**src/rtl/ptcalc_mul_arb_pkg.sv**
```systemverilog
// Shared definitions for the pt-calculation multiplier arbiter.
// Holds the default operand/product widths, the requester-ID width helper
// and the packed stage-1 record (valid, id, a, b).
package ptcalc_mul_arb_pkg;

  // Minimum ID width for n requesters (at least 1 bit).
  function automatic int id_width(input int n);
    int w;
    w = 1;
    while ((1 << w) < n) w++;
    return w;
  endfunction

  localparam int DEF_NUM_REQ = 4;
  localparam int DEF_A_W     = 22;
  localparam int DEF_B_W     = 7;
  localparam int DEF_P_W     = DEF_A_W + DEF_B_W;
  localparam int DEF_ID_W    = id_width(DEF_NUM_REQ);

  // Operand register contents between arbitration and the multiplier.
  typedef struct packed {
    logic                       valid;
    logic [DEF_ID_W-1:0]        id;
    logic signed [DEF_A_W-1:0]  a;
    logic [DEF_B_W-1:0]         b;
  } stage_t;

endpackage

```
**src/rtl/ptcalc_mul_arb_core.sv**
```systemverilog
// Combinational signed x unsigned multiplier.
// Ports:
//   i_a  signed A_W-bit operand
//   i_b  unsigned B_W-bit operand (zero-extended before multiplying)
//   o_p  full-precision signed product, P_W = A_W + B_W bits
// Kept in its own module so the DSP mapping sits between two registers.
module ptcalc_mul_arb_core #(
  parameter int A_W = 22,
  parameter int B_W = 7,
  parameter int P_W = A_W + B_W
) (
  input  logic signed [A_W-1:0] i_a,
  input  logic        [B_W-1:0] i_b,
  output logic signed [P_W-1:0] o_p
);

  logic signed [B_W:0]   w_b_ext;
  logic signed [P_W-1:0] w_a_wide;
  logic signed [P_W-1:0] w_b_wide;

  // Zero-extend b by one bit so it multiplies as a non-negative signed value.
  assign w_b_ext  = $signed({1'b0, i_b});
  assign w_a_wide = P_W'(i_a);
  assign w_b_wide = P_W'(w_b_ext);
  assign o_p      = w_a_wide * w_b_wide;

endmodule

```
**src/rtl/ptcalc_mul_arbiter.sv**
```systemverilog
// Round-robin arbiter sharing one signed x unsigned multiplier among
// NUM_REQ requesters, with an operand stage and a product stage.
// Ports:
//   ap_clk, ap_rst_n       clock, asynchronous active-low reset
//   req_valid/req_ready    per-requester handshake (one ready at most)
//   req_a, req_b           packed operands, requester i at [i*W +: W]
//   rsp_valid/rsp_ready    product handshake
//   rsp_p, rsp_id          signed product and originating requester
//   busy                   any pipeline stage occupied
module ptcalc_mul_arbiter
  import ptcalc_mul_arb_pkg::*;
#(
  parameter int NUM_REQ = DEF_NUM_REQ,
  parameter int ID_W    = id_width(NUM_REQ),
  parameter int A_W     = DEF_A_W,
  parameter int B_W     = DEF_B_W,
  parameter int P_W     = A_W + B_W
) (
  input  logic                   ap_clk,
  input  logic                   ap_rst_n,
  input  logic [NUM_REQ-1:0]     req_valid,
  output logic [NUM_REQ-1:0]     req_ready,
  input  logic [NUM_REQ*A_W-1:0] req_a,
  input  logic [NUM_REQ*B_W-1:0] req_b,
  output logic                   rsp_valid,
  input  logic                   rsp_ready,
  output logic [P_W-1:0]         rsp_p,
  output logic [ID_W-1:0]        rsp_id,
  output logic                   busy
);

  logic [ID_W-1:0]       r_ptr;
  stage_t                r_s1;
  logic                  r_s2_valid;
  logic signed [P_W-1:0] r_s2_p;
  logic [ID_W-1:0]       r_s2_id;

  logic                  w_adv1;
  logic                  w_adv2;
  logic                  w_any;
  logic [ID_W-1:0]       w_win;
  logic                  w_xfer;
  logic [ID_W-1:0]       w_ptr_next;
  stage_t                w_s1_next;
  logic signed [P_W-1:0] w_p;

  assign w_adv2 = !r_s2_valid | rsp_ready;
  assign w_adv1 = !r_s1.valid | w_adv2;

  // Priority search starting at the pointer. Iterating from the farthest
  // offset down lets the nearest requesting index overwrite the result.
  always_comb begin
    w_any = 1'b0;
    w_win = '0;
    for (int k = NUM_REQ - 1; k >= 0; k--) begin
      if (req_valid[(int'(r_ptr) + k) % NUM_REQ]) begin
        w_any = 1'b1;
        w_win = ID_W'((int'(r_ptr) + k) % NUM_REQ);
      end
    end
  end

  // Ready is gated by reset so nothing is offered while ap_rst_n is low.
  for (genvar gi = 0; gi < NUM_REQ; gi++) begin : g_ready
    assign req_ready[gi] = ap_rst_n & w_any & w_adv1 & (w_win == ID_W'(gi));
  end

  assign w_xfer     = w_any & w_adv1;
  assign w_ptr_next = (w_win == ID_W'(NUM_REQ - 1)) ? '0 : w_win + 1'b1;

  // Stage 1 refills whenever it can advance; it empties if nobody transfers.
  always_comb begin
    w_s1_next = r_s1;
    if (w_adv1) begin
      w_s1_next.valid = w_xfer;
      if (w_xfer) begin
        w_s1_next.id = w_win;
        w_s1_next.a  = req_a[w_win*A_W +: A_W];
        w_s1_next.b  = req_b[w_win*B_W +: B_W];
      end
    end
  end

  ptcalc_mul_arb_core #(
    .A_W (A_W),
    .B_W (B_W),
    .P_W (P_W)
  ) u_core (
    .i_a (r_s1.a),
    .i_b (r_s1.b),
    .o_p (w_p)
  );

  always_ff @(posedge ap_clk or negedge ap_rst_n) begin
    if (!ap_rst_n) begin
      r_ptr      <= '0;
      r_s1       <= '0;
      r_s2_valid <= 1'b0;
      r_s2_p     <= '0;
      r_s2_id    <= '0;
    end else begin
      r_s1 <= w_s1_next;
      if (w_xfer) begin
        r_ptr <= w_ptr_next;
      end
      if (w_adv2) begin
        r_s2_valid <= r_s1.valid;
        if (r_s1.valid) begin
          r_s2_p  <= w_p;
          r_s2_id <= r_s1.id;
        end
      end
    end
  end

  assign rsp_valid = r_s2_valid;
  assign rsp_p     = r_s2_p;
  assign rsp_id    = r_s2_id;
  assign busy      = r_s1.valid | r_s2_valid;

endmodule

```
**config.mk**
```make
export PLATFORM = sky130hd
export DESIGN_NAME = ptcalc_mul_arbiter
export DESIGN_NICKNAME = d
export VERILOG_FILES = /design/src/rtl/ptcalc_mul_arb_pkg.sv /design/src/rtl/ptcalc_mul_arb_core.sv /design/src/rtl/ptcalc_mul_arbiter.sv
export SDC_FILE = /design/constraint.sdc
export NUM_CORES = 1
export LEC_CHECK = 0
export ABC_AREA = 0
export CAP_MARGIN = 25
export CORE_ASPECT_RATIO = 0.75
export CORE_MARGIN = 2
export CORE_UTILIZATION = 40
export CTS_CLUSTER_DIAMETER = 200
export CTS_CLUSTER_SIZE = 8
export DETAILED_ROUTE_END_ITERATION = 8
export PLACE_DENSITY_LB_ADDON = 0.12
export SLEW_MARGIN = 20
export SYNTH_ARGS = -nofsm -noshare
export SYNTH_HDL_FRONTEND = slang
export SYNTH_SLANG_ARGS = --single-unit
export TNS_END_PERCENT = 5
```
**constraint.sdc**
```tcl
create_clock -name ap_clk -period 10.4 [get_ports ap_clk]
set_input_delay 2.08 -clock ap_clk [delete_from_list [all_inputs] [get_ports ap_clk]]
set_output_delay 2.08 -clock ap_clk [all_outputs]
set_load 0.01 [all_outputs]
```
==> flow_summary_export.csv <==
group,metric,value,unit
critical_path,crit_type,"input port to output pin",
critical_path,worst-path-stages,9,
critical_path,crit_family,"buffers and inverters",
logic_synthesis,synth-compound-area-share,0.112,
critical_path,startpoint_type,"input port",
critical_path,worstSetupEndpointType,"output pin",
logic_synthesis,ys_ff_latch,66,
routing,vias,7644,
finish,drive_above_1_share,0.0264,
clocking,clk_pin_slew,0.06,ns
logic_synthesis,synth_top_cells_by_count,"nand2_1 (262), inv_1 (152), and2_1 (125)",
timing,finalCritPeriodShare,0.675,
placement,hpwl,17100,um
clocking,cts.repair.resized,0,
run,cap_violations,0,
critical_path,crit_path_frequent_cell,"clkdlybuf4s50_1",
critical_path,reg2regPathDepth,16,
global_route,overflow,0,
logic_synthesis,syn-num-nets,1418,
logic_synthesis,synth_edf_count,0,
critical_path,crit_path_end,"req_ready[0]",
clocking,worstSkewPairLatency,0.35,ns
finish,fin_area,11000,um^2
critical_path,r2r-start,"r_s1[2]",
clocking,htree_levels,3,
clocking,numClockSinks,66,
logic_synthesis,synthAdderAreaFrac,0.342,
logic_synthesis,yosys.area_share.simple,0.250,
timing,tightest_slew,0.890,ns
timing,setup_viol,0,
critical_path,critPathMaxFanout,61,
timing,layout_setup_ws,3.38,ns
logic_synthesis,ys.flop_type,"dfrtp_1",
worst_hold_path,holdPathStages,2,
clocking,cts_buffers,9,
logic_synthesis,synth_cells,1119,
placement,place.gp.congestion,0.825,
global_route,grt_pass1_vias,7955,
global_route,grt_max_degree,63,
global_route,antenna_found_initial,1,
placement,port_buffers,159,
logic_synthesis,yosysUniqueCellTypes,49,
clocking,cts_hold_buf,0,
finish,area_growth,23.4,%
finish,n_fill_cell,2166,
worst_hold_path,hp-class,"flip-flop to flip-flop",
timing,slew_viol_final,0,
routing,viasPerCell,4.96,
floorplan,rows,47,
floorplan,die_w,177,um
routing,totalWireLength,22000,um
clocking,cts_buffer_depth,2,
logic_synthesis,synthesis.area,8940,um^2
logic_synthesis,synth_top_area_cell,"fa_1",
logic_synthesis,netlist.area_leader.share,0.255,
timing,slew_headroom,0.406,
logic_synthesis,synthMostInstantiatedCell,"nand2_1",
routing,drtAntennaViolNets,0,
timing,period_needed,7.02,ns
critical_path,path_buf_inv,4,
logic_synthesis,ys_async_sr_fraction,1.00,
floorplan,initial_utilization,0.406,
routing,initialDrtViolationCount,354,
floorplan,core_area,22000,um^2
floorplan,dieArea,23600,um^2
clocking,post-cts-setup-buffers,0,
logic_synthesis,synth_warnings,0,
timing,fmax,142,MHz
critical_path,crit_path_cell_trace,"clkdlybuf4s50_1 > a21oi_1 > o21a_1 > o22a_4 > clkinv_1 > buf_4 > ha_1 > and3_1 > clkdlybuf4s50_1",
placement,pre_cts_slack,3.08,ns
logic_synthesis,yosysSeqAreaShare,0.185,
finish,seqCellArea,1650,um^2
outcome,status,"complete, no violations",
routing,dr.pass1.iters,5,
placement,dpl_cell_area,10800,um^2
critical_path,arrival,4.94,ns
critical_path,crit_required,8.32,ns
timing,finClkSkew,0.00815,ns
finish,antenna_cells,0,
clocking,cts_tree,"yes",
logic_synthesis,synth_top_family_by_area,"adder cells",
critical_path,slowest_delay,0.56,ns
logic_synthesis,ys_top_cells_by_area,"fa_1 (26%), dfrtp_1 (18%), nand2_1 (11%), and2_1 (8.7%), ha_1 (8.7%)",
global_route,globalRouteTotalUtil,0.201,
critical_path,reg2reg_slack,4.58,ns
critical_path,startpoint,"req_valid[0]",
critical_path,r2r_end,"rsp_p[25]",
routing,drc_errors,0,
timing,tns,0,ns
timing,rsz0062_at_grt,"no",
logic_synthesis,synthXorXnorAreaFrac,0.0225,
routing,wire_per_inst,14.3,um
finish,nNetsFinal,1542,
global_route,grt_pass1_wl,38200,um
logic_synthesis,synthMuxAreaShare,0.00224,
timing,finalHoldViolCount,0,
logic_synthesis,syn_avg_cell_area,7.99,um^2
finish,multi_input_area,6540,um^2
critical_path,slowest_stage,"clkdlybuf4s50_1",
floorplan,die_h,133,um
clocking,root_buffer,"clkbuf_16",
floorplan,ios,160,
through the flow:
step                utilization  std cells  hold slack (ns)
finish                    0.502       1542            0.474
global route              0.502       1542            0.503
CTS                       0.501       1542            0.478
detailed placement        0.489       1526            0.462
global placement          0.489       1526            0.452
floorplan                     -       1119            0.439
per-layer routing:
| metal | part of all wire | track usage | up-vias |
|---|---|---|---|
| met5 | 0 | 0 | - |
| met3 | 0.042 | 0.0311 | 22 |
| met2 | 0.49 | 0.355 | 152 |
| li1 | - | - | 3776 |
| met1 | 0.45 | 0.259 | 3694 |
| met4 | 0.016 | 0.0487 | 0 |
worst min-delay path by stage:
stage | from | end | slack, ns
floorplan | r_s1[29] | rsp_id[0] | 0.44
CTS | rsp_p[3] | rsp_p[3] | 0.48
global placement | rsp_p[0] | rsp_p[0] | 0.45
finish | rsp_p[2] | rsp_p[2] | 0.47
detailed placement | rsp_p[3] | rsp_p[3] | 0.46
global route | rsp_p[15] | rsp_p[15] | 0.50
worst register-to-register path: stages, from the launching register on:
cell	delay, ns
dfrtp_1	0.92
nand2_1	0.18
fa_1	0.57
inv_1	0.05
fa_1	0.49
fa_1	0.49
inv_1	0.06
fa_1	0.55
inv_1	0.05
ha_1	0.40
nand2_1	0.08
a2111oi_1	0.62
o21ai_0	0.36
a21boi_0	0.38
o311ai_0	0.25
mux2i_1	0.20
nand2_1	0.06
logic make-up (layout without fill, tap and decap cells):
kind of cell	after synthesis	after routing
AO/OA/AOI/OAI	174	174
XOR/XNOR	23	23
adder cells (fa/ha/maj)	176	176
buffers and inverters	205	334
flip-flops	66	66
multiplexers	2	2
AND/OR/NAND/NOR	473	473
area by class of cell:
| cell class | count | share of cell area |
|---|---|---|
| clock buffer | 9 | 0.0204 |
| inverter | 153 | 0.0521 |
| clock inverter | 7 | 0.00408 |
| timing repair buffer | 165 | 0.148 |
| multi-input combinational | 848 | 0.592 |
| tap | 294 | 0.0333 |
| sequential | 66 | 0.150 |
placed cells by master, fill, tap and decap left out, types with 4 or more instances in the layout:
cell type,Yosys,final
fa_1,114,114
buf_4,0,7
xnor2_1,11,11
xor2_1,12,12
nor2_1,13,13
nand2b_1,8,8
nand2_1,262,261
dfrtp_1,66,66
ha_1,62,62
clkbuf_16,0,9
and3_1,6,6
nand4_1,5,5
clkinv_2,0,4
a21oi_1,35,35
a21o_1,10,10
clkdlybuf4s50_1,0,158
nor3_1,5,4
and2_1,125,125
nand3_1,37,37
o21ai_0,97,97
a211oi_1,4,4
inv_1,152,152
state kept, by name, summed over array words and instances, names as in the netlist:
signal	count
rsp_valid	1
r_ptr	2
rsp_id	2
rsp_p	29
r_s1	32
Power is left out: the tool's default activity adds up to more than one toggle a clock period on the data nets, which glitch-free logic cannot reach.
